==> config.mk <==
export PLATFORM = sky130hd
export DESIGN_NAME = alu_issue_ctrl_flat
export DESIGN_NICKNAME = d
export VERILOG_FILES = /design/src/rtl/alu_issue_ctrl_if.sv /design/src/rtl/alu_issue_ctrl.sv /design/src/flat_wrapper.sv
export SDC_FILE = /design/constraint.sdc
export NUM_CORES = 1
export LEC_CHECK = 0
export BUFFER_PORTS_ARGS = -buffer_cell sky130_fd_sc_hd__buf_2
export CAP_MARGIN = 20
export CELL_PAD_IN_SITES_DETAIL_PLACEMENT = 1
export CELL_PAD_IN_SITES_GLOBAL_PLACEMENT = 1
export CORE_MARGIN = 2
export CORE_UTILIZATION = 30
export DETAILED_ROUTE_END_ITERATION = 8
export GPL_TIMING_DRIVEN = 0
export HOLD_SLACK_MARGIN = 0.15
export PLACE_DENSITY_LB_ADDON = 0.1
export SYNTH_ARGS = -nofsm -noshare
export SYNTH_HDL_FRONTEND = slang
export SYNTH_SLANG_ARGS = --single-unit
==> constraint.sdc <==
create_clock -name clk -period 1.4 [get_ports clk]
set_input_delay 0.21 -clock clk [delete_from_list [all_inputs] [get_ports clk]]
set_output_delay 0.21 -clock clk [all_outputs]
set_load 0.1 [all_outputs]
==> src/rtl/alu_issue_ctrl_if.sv <==
// ---------------------------------------------------------------------------
// alu_issue_ctrl_if
// Handshake bundle between a decode stage, the ALU issue controller and the ALU.
//
// Signals:
//   in_valid   requester -> ctrl  decode request present
//   in_ready   ctrl -> requester  controller accepts the request this cycle
//   instr      requester -> ctrl  instruction word (only [5:0] is used)
//   alu_op     requester -> ctrl  main-decoder ALU operation class
//   out_valid  ctrl -> ALU        registered function code valid
//   out_ready  ALU -> ctrl        ALU accepts the function code
//   alu_fn     ctrl -> ALU        function code, zero-extended from 6 bits
//   alu_mc     ctrl -> ALU        alu_fn is a multi-cycle function
//   illegal    ctrl -> ALU        alu_op 3'b111 decoded (only with out_valid)
//   busy       ctrl -> all        multi-cycle interval in progress
//
// Modports:
//   master  the environment (requester + ALU) around the controller
//   slave   the controller itself
// ---------------------------------------------------------------------------
interface alu_issue_ctrl_if #(
  parameter int FN_W = 6
);
  logic            in_valid;
  logic            in_ready;
  logic [31:0]     instr;
  logic [2:0]      alu_op;
  logic            out_valid;
  logic            out_ready;
  logic [FN_W-1:0] alu_fn;
  logic            alu_mc;
  logic            illegal;
  logic            busy;

  modport master (
    output in_valid, instr, alu_op, out_ready,
    input  in_ready, out_valid, alu_fn, alu_mc, illegal, busy
  );

  modport slave (
    input  in_valid, instr, alu_op, out_ready,
    output in_ready, out_valid, alu_fn, alu_mc, illegal, busy
  );
endinterface

==> src/rtl/alu_issue_ctrl.sv <==
// ---------------------------------------------------------------------------
// alu_issue_ctrl
// Decodes the ALU function code from the main-decoder operation class and the
// instruction funct field, holds it in a one-entry output register with a
// valid/ready handshake, and stalls new requests for MC_LAT cycles after a
// multi-cycle function has been handed to the ALU.
//
// Parameters:
//   FN_W      ALU function code width (>= 6)
//   MC_LAT    busy cycles after a multi-cycle function issues (1..255)
//   MC_CNT_W  busy counter width, 2**MC_CNT_W > MC_LAT
//
// Ports:
//   clk    rising-edge clock
//   rst_n  asynchronous active-low reset
//   bus    alu_issue_ctrl_if.slave handshake bundle (see interface file)
//
// Configuration macro:
//   ALU_ISSUE_ILLEGAL_TRAP_EN  when defined, alu_op 3'b111 raises illegal=1;
//                              when undefined, illegal is tied 0 and 3'b111
//                              issues as a plain function 0x00.
// ---------------------------------------------------------------------------
module alu_issue_ctrl #(
  parameter int FN_W     = 6,
  parameter int MC_LAT   = 4,
  parameter int MC_CNT_W = 8
) (
  input logic              clk,
  input logic              rst_n,
  alu_issue_ctrl_if.slave  bus
);

  typedef enum logic [1:0] {
    IDLE = 2'd0,
    FULL = 2'd1,
    BUSY = 2'd2
  } state_t;

  state_t              state_q, state_d;
  logic [5:0]          fn_q, fn_d;
  logic                mc_q, mc_d;
  logic                ill_q, ill_d;
  logic                out_valid_q, out_valid_d;
  logic                busy_q, busy_d;
  logic [MC_CNT_W-1:0] cnt_q, cnt_d;

  logic [5:0] dec_fn;
  logic       dec_mc;
  logic       dec_ill;
  logic       in_ready;
  logic       accept;

  // Upper instruction bits are not part of the function decode.
  logic unused_instr;
  assign unused_instr = ^bus.instr[31:6];

  // Function decode of the incoming request.
  always_comb begin
    dec_fn  = 6'h00;
    dec_mc  = 1'b0;
    dec_ill = 1'b0;
    unique case (bus.alu_op)
      3'b000: dec_fn = 6'h00;
      3'b001: dec_fn = 6'h01;
      3'b010: begin
        dec_fn = bus.instr[5:0];
        // 0x18..0x1B share the upper funct bits 4'b0110.
        dec_mc = (bus.instr[5:2] == 4'b0110);
      end
      3'b011: dec_fn = 6'h00;
      3'b100: dec_fn = 6'h04;
      3'b101: dec_fn = 6'h06;
      3'b110: dec_fn = 6'h0B;
      3'b111: begin
        dec_fn = 6'h00;
`ifdef ALU_ISSUE_ILLEGAL_TRAP_EN
        dec_ill = 1'b1;
`else
        dec_ill = 1'b0;
`endif
      end
      default: dec_fn = 6'h00;
    endcase
  end

  // A held multi-cycle code blocks the bypass accept: its handshake cycle
  // starts the busy interval instead.
  always_comb begin
    in_ready = 1'b0;
    unique case (state_q)
      IDLE:    in_ready = 1'b1;
      FULL:    in_ready = bus.out_ready && !mc_q;
      BUSY:    in_ready = 1'b0;
      default: in_ready = 1'b0;
    endcase
  end

  assign accept = bus.in_valid && in_ready;

  // Next-state and next-output computation.
  always_comb begin
    state_d     = state_q;
    fn_d        = fn_q;
    mc_d        = mc_q;
    ill_d       = ill_q;
    out_valid_d = out_valid_q;
    busy_d      = busy_q;
    cnt_d       = cnt_q;
    unique case (state_q)
      IDLE: begin
        if (accept) begin
          state_d     = FULL;
          fn_d        = dec_fn;
          mc_d        = dec_mc;
          ill_d       = dec_ill;
          out_valid_d = 1'b1;
        end
      end
      FULL: begin
        if (bus.out_ready && mc_q) begin
          state_d     = BUSY;
          out_valid_d = 1'b0;
          busy_d      = 1'b1;
          cnt_d       = MC_CNT_W'(MC_LAT);
        end else if (accept) begin
          fn_d  = dec_fn;
          mc_d  = dec_mc;
          ill_d = dec_ill;
        end else if (bus.out_ready) begin
          state_d     = IDLE;
          out_valid_d = 1'b0;
        end
      end
      BUSY: begin
        cnt_d = cnt_q - MC_CNT_W'(1);
        if (cnt_q == MC_CNT_W'(1)) begin
          state_d = IDLE;
          busy_d  = 1'b0;
        end
      end
      default: begin
        state_d     = IDLE;
        out_valid_d = 1'b0;
        busy_d      = 1'b0;
        cnt_d       = '0;
      end
    endcase
  end

  // State and registered outputs; reset drops any held code and busy count.
  always_ff @(posedge clk or negedge rst_n) begin
    if (!rst_n) begin
      state_q     <= IDLE;
      fn_q        <= 6'h00;
      mc_q        <= 1'b0;
      ill_q       <= 1'b0;
      out_valid_q <= 1'b0;
      busy_q      <= 1'b0;
      cnt_q       <= '0;
    end else begin
      state_q     <= state_d;
      fn_q        <= fn_d;
      mc_q        <= mc_d;
      ill_q       <= ill_d;
      out_valid_q <= out_valid_d;
      busy_q      <= busy_d;
      cnt_q       <= cnt_d;
    end
  end

  assign bus.in_ready  = in_ready;
  assign bus.out_valid = out_valid_q;
  assign bus.alu_fn    = FN_W'(fn_q);
  assign bus.alu_mc    = mc_q;
  assign bus.illegal   = ill_q;
  assign bus.busy      = busy_q;

endmodule

==> src/flat_wrapper.sv <==
// flat-port wrapper written by rule: the top's interface ports become plain ports
module alu_issue_ctrl_flat 
#(
  parameter int FN_W     = 6,
  parameter int MC_LAT   = 4,
  parameter int MC_CNT_W = 8
)
  (clk, rst_n, bus_in_valid, bus_instr, bus_alu_op, bus_out_ready, bus_in_ready, bus_out_valid, bus_alu_fn, bus_alu_mc, bus_illegal, bus_busy);
  alu_issue_ctrl_if #(.FN_W(FN_W)) bus_i ();
  input logic clk;
  input logic rst_n;
  input wire logic [$bits(bus_i.in_valid)-1:0] bus_in_valid;
  input wire logic [$bits(bus_i.instr)-1:0] bus_instr;
  input wire logic [$bits(bus_i.alu_op)-1:0] bus_alu_op;
  input wire logic [$bits(bus_i.out_ready)-1:0] bus_out_ready;
  output wire logic [$bits(bus_i.in_ready)-1:0] bus_in_ready;
  output wire logic [$bits(bus_i.out_valid)-1:0] bus_out_valid;
  output wire logic [$bits(bus_i.alu_fn)-1:0] bus_alu_fn;
  output wire logic [$bits(bus_i.alu_mc)-1:0] bus_alu_mc;
  output wire logic [$bits(bus_i.illegal)-1:0] bus_illegal;
  output wire logic [$bits(bus_i.busy)-1:0] bus_busy;
  assign bus_i.in_valid = bus_in_valid;
  assign bus_i.instr = bus_instr;
  assign bus_i.alu_op = bus_alu_op;
  assign bus_i.out_ready = bus_out_ready;
  assign bus_in_ready = bus_i.in_ready;
  assign bus_out_valid = bus_i.out_valid;
  assign bus_alu_fn = bus_i.alu_fn;
  assign bus_alu_mc = bus_i.alu_mc;
  assign bus_illegal = bus_i.illegal;
  assign bus_busy = bus_i.busy;
  alu_issue_ctrl #(.FN_W(FN_W), .MC_LAT(MC_LAT), .MC_CNT_W(MC_CNT_W)) u_core (.clk(clk), .rst_n(rst_n), .bus(bus_i));
endmodule
==> results.tsv, run 1 <==
stage	metric	value	unit
power_and_ir_drop	leakagePower	0.7835	nW
floorplanning	pin_count	50	
logic_synthesis	synth_edf_count	0	
drt	met1_length	1.513	mm
timing	finalSetupViolCount	20	
timing	fin_crit	1.692	ns
hold_path	whs_endpoint	u_core.bus.alu_mc$_DFFE_PN0P_	
drt	vias_per_cell	4.958	
logic_synthesis	synth_top_family_by_area	compound AO/OA/AOI/OAI gates	
cells_and_area	fin_area	1692	um2
drt	wl	3.120	mm
cells_and_area	n_antenna_cell	0	
placement	globalplace.congestion	0.7646	
critical_path	r2r-end	u_core.cnt_q[2]$_DFFE_PN0P_	
logic_synthesis	synth_top_area_cell	dfrtp_1	
cts	cts_made_buffers	3	
critical_path	critPathCaptureType	output port	
floorplanning	start_util	30.74	%
hold_path	hp-start	bus_instr[4]	
logic_synthesis	avgSynthCellArea	9.316	um2
outcome	outcome	complete, but fails checks	
critical_path	rr_startpoint	u_core.state_q[1]$_DFFE_PN0P_	
critical_path	cp-start-kind	flop	
timing	fin_ws	-0.2922	ns
floorplanning	core_region_area	3606	um2
logic_synthesis	synth_compound_area_share	22.69	%
grt	grt_pass1_vias	1059	
critical_path	crit_required	1.19	ns
cts	clk_pin_slew_worst_paths	0.08	ns
power_and_ir_drop	power.share.sequential	21.5	%
logic_synthesis	synthSimpleGateAreaFrac	18.96	%
placement	dp_slack	-0.2184	ns
critical_path	arrival	1.48	ns
logic_synthesis	synth_seq_cells	19	
drt	routed.top_layer	met4	
logic_synthesis	seq_area_frac_synth	42.89	%
cts	cts-root-buf	clkbuf_8	
grt	grt_max_degree	20	
logic_synthesis	netlist_area	1109	um2
logic_synthesis	async_reset_ff_share	100.0	%
floorplanning	num_rows	22	
cts	cts_tree	done	
floorplanning	die_area	4198	um2
grt	grt_pass1_wl	5.126	mm
power_and_ir_drop	swShare	51.06	%
floorplanning	chipWidth	64.79	um
critical_path	crit_type	reg -> out	
cells_and_area	drive_above_1_share	53.33	%
job	drv_cap	0	
logic_synthesis	synth_mux_area_share	5.192	%
hold_path	min_path_cells	3	
cells_and_area	mostFrequentLayoutCell	buf_2	
logic_synthesis	yosysTopAreaCellShare	42.89	%
drt	ant_nets	0	
logic_synthesis	synth_adder_area_share	5.643	%
placement	dpl_cell_area	1318	um2
placement	portBuffers	22	
cts	clock-sinks	19	
power_and_ir_drop	power.switching	1.744	mW
cts	htree_levels	1	
drt	dr.pass1.iters	3	
logic_synthesis	synth.area.top_cells	dfrtp_1, o21ai_0, ha_1, nand2_1, nor2_1	
timing	grt_setup_unrepaired	true	
cells_and_area	final_nets	210	
placement	place_hpwl	2.058	mm
logic_synthesis	yosys_warnings	0	
timing	finalHoldViolCount	0	
logic_synthesis	synth_xor_area_share	0	%
floorplanning	die_y	64.79	um
drt	drtIter0Drc	30	
critical_path	cp_max_fo	2	
logic_synthesis	synth_ff_type	dfrtp_1	
cts	clk_latency	0.27	ns
critical_path	rr_worst_depth	8	
timing	drv_slew	0	
timing	clock-skew-final	0.004420	ns
critical_path	rrSetupSlack	-0.22	ns
drt	avgRoutedWirePerCell	14.65	um
outcome	violations	negative setup slack	
power_and_ir_drop	p_int	1.671	mW
drt	wl_met3	60	um
drt	drc	0	
cells_and_area	area_growth	52.60	%
grt	grt_antenna_before_repair	0	
cells_and_area	layout_common_cells	buf_2, dfrtp_1, buf_4	
power_and_ir_drop	ir_worst_vdd	0.001526	V
logic_synthesis	synthCells	119	
timing	fmax	0.5909	GHz
grt	grt_overflow_total	0	
cts	cts_buffer_depth	2	
drt	dr_wl_met2	1.501	mm
power_and_ir_drop	pwr_density_cell	2019	nW/um2
power_and_ir_drop	p_clk_share	11.9	%
power_and_ir_drop	power.share.combinational	66.5	%
placement	dp.cells	189	
cells_and_area	stdcell_count	213	
timing	fin_crit_sh	120.9	%
hold_path	hold_path_class	in -> reg	
logic_synthesis	synth.net_count	163	
grt	grt_usage	15.89	%
logic_synthesis	synth_cell_types	37	
timing	fin_tns_setup	-3.214	ns
drt	via_count	1056	
[repair_timing]
item | in CTS | in global routing
endpoints found under the hold margin | 19 | 0
gates resized for setup | 32 | 21
cloned | 1 | 0
buffers inserted | 10 | 9
hold buffers | 1 | 0
endpoints found under the setup margin | 21 | 20
pin swaps | 8 | 9
[synthesized netlist by cell type, types with 2 or more instances]
cell,count
nor2b_1,2
nand4_1,2
nor3_1,2
nand2_1,16
ha_1,5
mux2i_1,2
nor2_1,10
nand3_1,2
inv_1,8
buf_2,2
dfrtp_1,19
o31ai_1,4
o21ai_0,15
a21oi_1,6
mux2_2,2
[cell type report]
| type | instances | area, um2 |
|---|---|---|
| clock inverters | 1 | 5.005 |
| multi-input cells | 89 | 740.7 |
| fillers | 412 | 1914 |
| well taps | 48 | 60.06 |
| clock buffers | 3 | 41.29 |
| repair buffers | 42 | 299.0 |
| inverters | 8 | 35.03 |
| plain buffers | 3 | 30.03 |
| flip-flops and latches | 19 | 480.5 |
[critical path, cell delays in order, from the launching register on]
cell and delay [ns]:
dfrtp_1 0.38, inv_2 0.07, ha_4 0.16, and3b_2 0.20
or2_4 0.24, buf_12 0.17
[sequential cells by signal, summed over array words and instances, names as in the netlist]
name                  cells
u_core.bus.busy           1
u_core.bus.out_valid      1
u_core.bus.alu_mc         1
u_core.state_q            2
u_core.bus.alu_fn         6
u_core.cnt_q              8
[worst max path at each step]
stage | startpoint | to | cells past startpoint
3_3_place_gp | u_core.state_q[0]$_DFFE_PN0P_ | u_core.state_q[1]$_DFFE_PN0P_ | 6
4_1_cts | u_core.state_q[1]$_DFFE_PN0P_ | bus_in_ready | 5
2_1_floorplan | u_core.state_q[0]$_DFFE_PN0P_ | u_core.state_q[1]$_DFFE_PN0P_ | 6
6_report | u_core.state_q[1]$_DFFE_PN0P_ | bus_in_ready | 5
3_5_place_dp | u_core.state_q[1]$_DFFE_PN0P_ | bus_in_ready | 5
5_1_grt | u_core.state_q[1]$_DFFE_PN0P_ | bus_in_ready | 5
[power groups by stage]
stage | Sequential, mW | Combinational [mW] | Clock, mW
global route | 0.754 | 2.41 | 0.443
global placement | 0.732 | 1.65 | 0
detailed placement | 0.738 | 1.66 | 0
CTS | 0.726 | 1.98 | 0.423
finish | 0.736 | 2.27 | 0.407
floorplan | 1.41 | 0.708 | 0
[through the flow]
stage | util [%] | power (mW) | hold WS [ns]
3_5_place_dp | 36.54 | 2.398 | 0.1876
6_report | 46.91 | 3.415 | 0.1984
5_1_grt | 46.91 | 3.605 | 0.1989
3_3_place_gp | 36.54 | 2.381 | 0.1805
4_1_cts | 43.03 | 3.128 | 0.1915
2_1_floorplan | - | 2.119 | -0.08559
[per-layer routing]
metal | vias up | track usage [%]
met5 | - | 0
met4 | 0 | 6.383
met3 | 4 | 2.257
met2 | 13 | 25.39
met1 | 532 | 21.55
li1 | 507 | -
[kinds of logic after synthesis]
kind of cell | Yosys count
AND/OR/NAND/NOR | 42
buffers and inverters | 11
AO/OA/AOI/OAI | 36
other | 1
flip-flops | 19
multiplexers | 5
adder cells (fa/ha/maj) | 5
Note: power is estimated with default switching activity, not from simulation.
==> run 2, diff against run 1 <==
--- a/config.mk
+++ b/config.mk
@@ -9,7 +9,7 @@
 export CAP_MARGIN = 20
 export CELL_PAD_IN_SITES_DETAIL_PLACEMENT = 1
 export CELL_PAD_IN_SITES_GLOBAL_PLACEMENT = 1
-export CORE_MARGIN = 2
+export CORE_MARGIN = 10
 export CORE_UTILIZATION = 30
 export DETAILED_ROUTE_END_ITERATION = 8
 export GPL_TIMING_DRIVEN = 0
==> results.tsv, run 2 (same netlist as run 1, synthesis figures left out) <==
stage	metric	value	unit	change
hold_path	hold_path_class	in -> reg		
critical_path	crit_required	1.19	ns	about the same
timing	fmax	0.5988	GHz	+1.3%
placement	dp.cells	189		unchanged
drt	drc	0		unchanged
cells_and_area	multi_input_area	802.0	um2	+8.3%
drt	wl	3.322	mm	+6.5%
critical_path	cp-start-kind	flop		
outcome	violations	negative setup slack		
power_and_ir_drop	p_clk_share	11.7	%	-0.2 points
grt	grt_usage	10.74	%	-5.1 points
cells_and_area	layout_common_cells	buf_2, dfrtp_1, buf_4		
power_and_ir_drop	swShare	51.82	%	+0.76 points
power_and_ir_drop	p_int	1.641	mW	-1.8%
cells_and_area	largest_register	u_core.cnt_q		
critical_path	r2r-end	u_core.cnt_q[2]$_DFFE_PN0P_		
critical_path	critPathCaptureType	output port		
cells_and_area	drive_above_1_share	55.21	%	+1.9 points
placement	place_hpwl	2.219	mm	+7.8%
cells_and_area	stdcell_count	211		-0.94%
grt	grt_pass1_wl	5.630	mm	+9.8%
cts	cts_made_buffers	3		unchanged
timing	grt_setup_unrepaired	true		
critical_path	rrSetupSlack	-0.20	ns	+0.02 ns
drt	drtIter0Drc	50		+67%
grt	grt_pass1_vias	1180		+11%
power_and_ir_drop	leakagePower	0.8005	nW	+2.2%
critical_path	rr_startpoint	u_core.state_q[1]$_DFFE_PN0P_		
grt	grt_max_degree	20		unchanged
timing	fin_ws	-0.2700	ns	+0.02223 ns
grt	grt_antenna_before_repair	0		unchanged
cells_and_area	area_growth	57.00	%	
cts	cts-root-buf	clkbuf_8		
placement	portBuffers	22		unchanged
drt	avgRoutedWirePerCell	15.74	um	+7.5%
cts	clk_latency	0.26	ns	about the same
critical_path	crit_end	bus_in_ready		
job	drv_cap	0		unchanged
power_and_ir_drop	pwr_density_cell	1957	nW/um2	-3.0%
critical_path	cp_max_fo	6		+4
timing	finalHoldViolCount	0		unchanged
cells_and_area	n_antenna_cell	0		unchanged
critical_path	rr_worst_depth	8		unchanged
timing	finalSetupViolCount	20		unchanged
floorplanning	start_util	30.74	%	unchanged
timing	clock-skew-final	0.002309	ns	-0.002111 ns
floorplanning	pin_count	50		unchanged
hold_path	hp-start	bus_instr[5]		
placement	dpl_cell_area	1318	um2	unchanged
placement	globalplace.congestion	0.7688		+0.55%
drt	via_count	1060		+0.38%
cells_and_area	largest_register_ff_count	8		unchanged
power_and_ir_drop	power.share.sequential	21.6	%	about the same
power_and_ir_drop	power.switching	1.765	mW	+1.2%
cts	clk_pin_slew_worst_paths	0.08	ns	about the same
cells_and_area	fin_area	1740	um2	+2.9%
drt	vias_per_cell	5.024		+1.3%
cts	htree_levels	1		unchanged
power_and_ir_drop	ir_worst_vdd	0.001294	V	-15%
cts	clock-sinks	19		unchanged
critical_path	arrival	1.46	ns	-0.02 ns
outcome	outcome	complete, but fails checks		
cells_and_area	num-fill-cells	390		-5.3%
timing	drv_slew	0		unchanged
timing	fin_crit_sh	119.3	%	-1.6 points
cts	cts_buffer_depth	2		unchanged
critical_path	startpoint	u_core.state_q[1]$_DFFE_PN0P_		
power_and_ir_drop	power.share.combinational	66.7	%	+0.2 points
timing	worst_hold_slack	0.2002	ns	+0.001809 ns
grt	grt_overflow_total	0		unchanged
cts	cts_tree	done		
floorplanning	chipWidth	80.79	um	+25%
critical_path	crit_type	reg -> out		
power_and_ir_drop	power	3.406	mW	-0.25%
floorplanning	die_y	80.79	um	+25%
timing	fin_crit	1.670	ns	-0.02223 ns
floorplanning	core_region_area	3606	um2	unchanged
drt	ant_nets	0		unchanged
cells_and_area	mostFrequentLayoutCell	buf_2		
cells_and_area	final_nets	208		-0.95%
drt	dr.pass1.iters	2		-1
cells_and_area	fin_util	48.27	%	+1.4 points
floorplanning	num_rows	22		unchanged
floorplanning	die_area	6527	um2	+55%
cells_and_area	seq_area	480.5	um2	unchanged
run 2: cell count changes in the layout (fill, tap and decap cells not counted), sizes merged:
| cell | previous run | this run |
|---|---|---|
| clkbuf | 3 | 4 |
| buf | 44 | 41 |
run 2: worst min path at each step:
stage / slack [ns] / cells after the start / to
finish: 0.20 / 3 / u_core.bus.alu_fn[5]$_DFFE_PN0P_
global route: 0.20 / 3 / u_core.bus.alu_fn[5]$_DFFE_PN0P_
CTS: 0.20 / 3 / u_core.bus.alu_fn[5]$_DFFE_PN0P_
detailed placement: 0.19 / 1 / u_core.cnt_q[1]$_DFFE_PN0P_
global placement: 0.18 / 1 / u_core.cnt_q[1]$_DFFE_PN0P_
floorplan: -0.09 / 0 / u_core.bus.alu_fn[0]$_DFFE_PN0P_
run 2: power groups by stage:
stage | combinational, mW | sequential, mW | clock (mW)
3_3_place_gp | 1.66 | 0.732 | 0
5_1_grt | 2.40 | 0.754 | 0.446
3_5_place_dp | 1.67 | 0.737 | 0
2_1_floorplan | 0.708 | 1.41 | 0
4_1_cts | 2.09 | 0.732 | 0.415
6_report | 2.27 | 0.736 | 0.398
run 2: repair_timing:
action / 4_1_cts / 5_1_grt
hold endpoints to repair: 19 / 0
hold buffers: 1 / 0
pin swaps: 17 / 9
gates cloned: 1 / 0
buffers inserted: 14 / 4
gates resized for setup: 40 / 24
endpoints found under the setup margin: 20 / 21
run 2: layer usage:
layer | up-vias | track usage (%) | wire (um)
li1 | 509 | - | -
met1 | 534 | 13.04 | 1495
met2 | 13 | 18.23 | 1687
met3 | 4 | 2.870 | 113
met4 | 0 | 3.114 | 26
met5 | - | 0 | 0
run 2: critical path, cell delays in order, from the launching register on:
cell and delay, ns:
dfrtp_1 0.38, inv_2 0.07, buf_4 0.14, ha_4 0.18
or2_4 0.26, buf_12 0.17
run 2: metrics by stage:
step           TNS [ns]  worst slack [ns]
4_1_cts          -2.725           -0.2522
3_3_place_gp     -2.181           -0.1974
2_1_floorplan   -0.5833          -0.06506
3_5_place_dp     -2.609           -0.2230
5_1_grt          -3.723           -0.3124
6_report         -2.580           -0.2700
run 2: final cells by class:
type | count | area share, %
multi-input cells | 89 | 46.08
clock buffers | 3 | 2.372
well taps | 48 | 3.451
flip-flops and latches | 19 | 27.61
inverters | 8 | 2.157
repair buffers | 40 | 16.32
clock inverters | 1 | 0.2876
plain buffers | 3 | 1.725
==> run 3, diff against run 2 <==
--- a/config.mk
+++ b/config.mk
@@ -10,7 +10,7 @@
 export CELL_PAD_IN_SITES_DETAIL_PLACEMENT = 1
 export CELL_PAD_IN_SITES_GLOBAL_PLACEMENT = 1
 export CORE_MARGIN = 10
-export CORE_UTILIZATION = 30
+export CORE_UTILIZATION = 36
 export DETAILED_ROUTE_END_ITERATION = 8
 export GPL_TIMING_DRIVEN = 0
 export HOLD_SLACK_MARGIN = 0.15
==> constraint.sdc (replaced) <==
create_clock -name clk -period 1.95 [get_ports clk]
set_input_delay 0.2925 -clock clk [delete_from_list [all_inputs] [get_ports clk]]
set_output_delay 0.2925 -clock clk [all_outputs]
set_load 0.1 [all_outputs]
==> results.tsv, run 3 (same netlist as run 1, synthesis figures left out) <==
stage	metric	value	unit	change
outcome	outcome	finished clean		
cts	clk_pin_slew_worst_paths	0.12	ns	+0.04 ns
grt	grt_overflow_total	0		unchanged
power_and_ir_drop	leakagePower	0.6448	nW	-19%
cells_and_area	largest_register_ff_count	8		unchanged
drt	drtIter0Drc	38		-24%
power_and_ir_drop	power.share.sequential	26.2	%	+4.6 points
timing	fin_crit_sh	94.08	%	
drt	drc	0		unchanged
critical_path	critPathTopFamily	simple AND/OR/NAND/NOR gates		
cells_and_area	drive_above_1_share	30.41	%	-25 points
timing	fin_crit	1.835	ns	
critical_path	rrSetupSlack	0.21	ns	+0.41 ns
critical_path	cp_max_fo	2		-4
power_and_ir_drop	swShare	55.19	%	+3.4 points
cells_and_area	n_antenna_cell	0		unchanged
cells_and_area	layout_common_cells	buf_2, dfrtp_1, nand2_1		
floorplanning	core_region_area	3003	um2	-17%
critical_path	worstPathCellList	inv_2, ha_4, and3b_1, or2_4, buf_12		
critical_path	crit_buf_inv	2		-1
drt	vias_per_cell	5.304		+5.6%
timing	fin_tns_setup	0	ns	+2.580 ns
critical_path	cp-start-kind	flop		
drt	ant_nets	0		unchanged
drt	avgRoutedWirePerCell	16.57	um	+5.2%
grt	grt_pass1_vias	1047		-11%
critical_path	crit_type	reg -> out		
cts	cts_made_buffers	3		unchanged
timing	fmax	0.5451	GHz	
grt	grt_max_degree	20		unchanged
power_and_ir_drop	p_clk_share	10.7	%	-1.0 points
cells_and_area	mostFrequentLayoutCell	buf_2		
grt	grt_antenna_before_repair	0		unchanged
floorplanning	start_util	36.92	%	+6.2 points
power_and_ir_drop	power.share.combinational	63.1	%	-3.6 points
cts	cts_buffer_depth	2		unchanged
power_and_ir_drop	p_int	885.8	uW	-46%
floorplanning	die_area	5699	um2	-13%
placement	portBuffers	22		unchanged
power_and_ir_drop	pwr_density_cell	1458	nW/um2	-26%
placement	globalplace.congestion	0.8116		+5.6%
cells_and_area	final_nets	193		-7.2%
cts	htree_levels	1		unchanged
critical_path	critPathCaptureType	output port		
cts	clk_latency	0.31	ns	+0.05 ns
critical_path	crit_required	1.66	ns	+0.47 ns
drt	via_count	960		-9.4%
job	drv_cap	0		unchanged
cts	cts_tree	done		
timing	drv_slew	0		unchanged
power_and_ir_drop	power	1.977	mW	-42%
power_and_ir_drop	power.switching	1.091	mW	-38%
cells_and_area	area_growth	22.35	%	
timing	clock-skew-final	0.001520	ns	-0.0007884 ns
floorplanning	die_y	75.49	um	-6.6%
timing	finalSetupViolCount	0		-100%
critical_path	crit_path_top_delay_cell	dfrtp_1		
cts	clock-sinks	19		unchanged
grt	grt_usage	11.49	%	+0.74 points
critical_path	critical_path.max_stage_delay	0.39	ns	about the same
floorplanning	chipWidth	75.49	um	-6.6%
cells_and_area	num-fill-cells	369		-5.4%
critical_path	arrival	1.54	ns	+0.08 ns
power_and_ir_drop	ir_worst_vdd	0.0008787	V	-32%
timing	finalHoldViolCount	0		unchanged
grt	grt_pass1_wl	5.037	mm	-11%
cts	cts-root-buf	clkbuf_4		
floorplanning	pin_count	50		unchanged
hold_path	hold_path_class	in -> reg		
floorplanning	num_rows	20		-9.1%
timing	grt_setup_unrepaired	false		
placement	place_hpwl	2.169	mm	-2.3%
drt	wl	2.999	mm	-9.7%
cells_and_area	largest_register	u_core.cnt_q		
drt	dr.pass1.iters	4		+2
==> run 3: cell count changes in the layout (fill, tap and decap cells not counted), sizes merged <==
cell / delta
clkbuf: -1
buf: -14
==> run 3: layout make-up <==
| cell class | count | area (um2) | area share [%] |
|---|---|---|---|
| multi-input cells | 89 | 613.1 | 45.20 |
| flip-flops and latches | 19 | 476.7 | 35.15 |
| repair buffers | 25 | 150.1 | 11.07 |
| well taps | 33 | 41.29 | 3.044 |
| inverters | 8 | 30.03 | 2.214 |
| clock buffers | 3 | 22.52 | 1.661 |
| plain buffers | 3 | 17.52 | 1.292 |
| clock inverters | 1 | 5.005 | 0.3690 |
==> run 3: worst register-to-register path, delay by kind of cell (launching register included) <==
kind / cells / cell delay (ns)
adder cells (fa/ha/maj): 1 / 0.26
AO/OA/AOI/OAI: 2 / 0.35
buffers and inverters: 2 / 0.27
flip-flops: 1 / 0.44
multiplexers: 1 / 0.32
==> run 3: timing repair <==
item | in CTS | in global routing
hold endpoints to repair | 19 | 0
setup buffers | 2 | 0
endpoints found under the setup margin | 1 | 1
hold buffers | 1 | 0
gates resized for setup | 7 | 3
==> run 3: metrics by stage <==
stage                     utilization [%]  cell area [um2]  instances  setup WS (ns)  hold slack (ns)
after floorplan                         -             1110        119         0.1954        -0.003091
after global placement              42.00             1261        174         0.1206           0.2642
after detailed placement            42.00             1261        174        0.08548           0.2688
after CTS                           44.75             1344        181        0.03300           0.2057
after global routing                45.17             1356        181        0.05453           0.2081
final                               45.17             1356        181         0.1154           0.2166
==> run 3: worst paths after layout <==
kind	from	end	depth (start not counted)
max in group asynchronous	rst_n	u_core.bus.alu_mc$_DFFE_PN0P_	2
setup / recovery	u_core.state_q[1]$_DFFE_PN0P_	bus_in_ready	5
hold / removal	bus_instr[5]	u_core.bus.alu_fn[5]$_DFFE_PN0P_	3
hold reg to reg	u_core.bus.alu_fn[1]$_DFFE_PN0P_	u_core.bus.alu_fn[1]$_DFFE_PN0P_	2
setup reg to reg	u_core.state_q[0]$_DFFE_PN0P_	u_core.state_q[1]$_DFFE_PN0P_	6
min in group asynchronous	rst_n	u_core.cnt_q[1]$_DFFE_PN0P_	2
==> run 3: metal layers <==
layer	vias to the layer above	track usage [%]	routed length, um
met5	-	0	0
met4	0	5.773	44
met3	4	3.385	124
met2	12	17.75	1420
met1	466	14.18	1410
li1	478	-	-
==> run 3: power groups by stage <==
| stage | logic [mW] | clock network [mW] | registers (mW) |
|---|---|---|---|
| after CTS | 1.22 | 0.226 | 0.518 |
| after global placement | 1.13 | 0 | 0.517 |
| after detailed placement | 1.14 | 0 | 0.520 |
| after floorplan | 0.454 | 0 | 1.00 |
| final | 1.25 | 0.211 | 0.518 |
| after global routing | 1.34 | 0.244 | 0.532 |
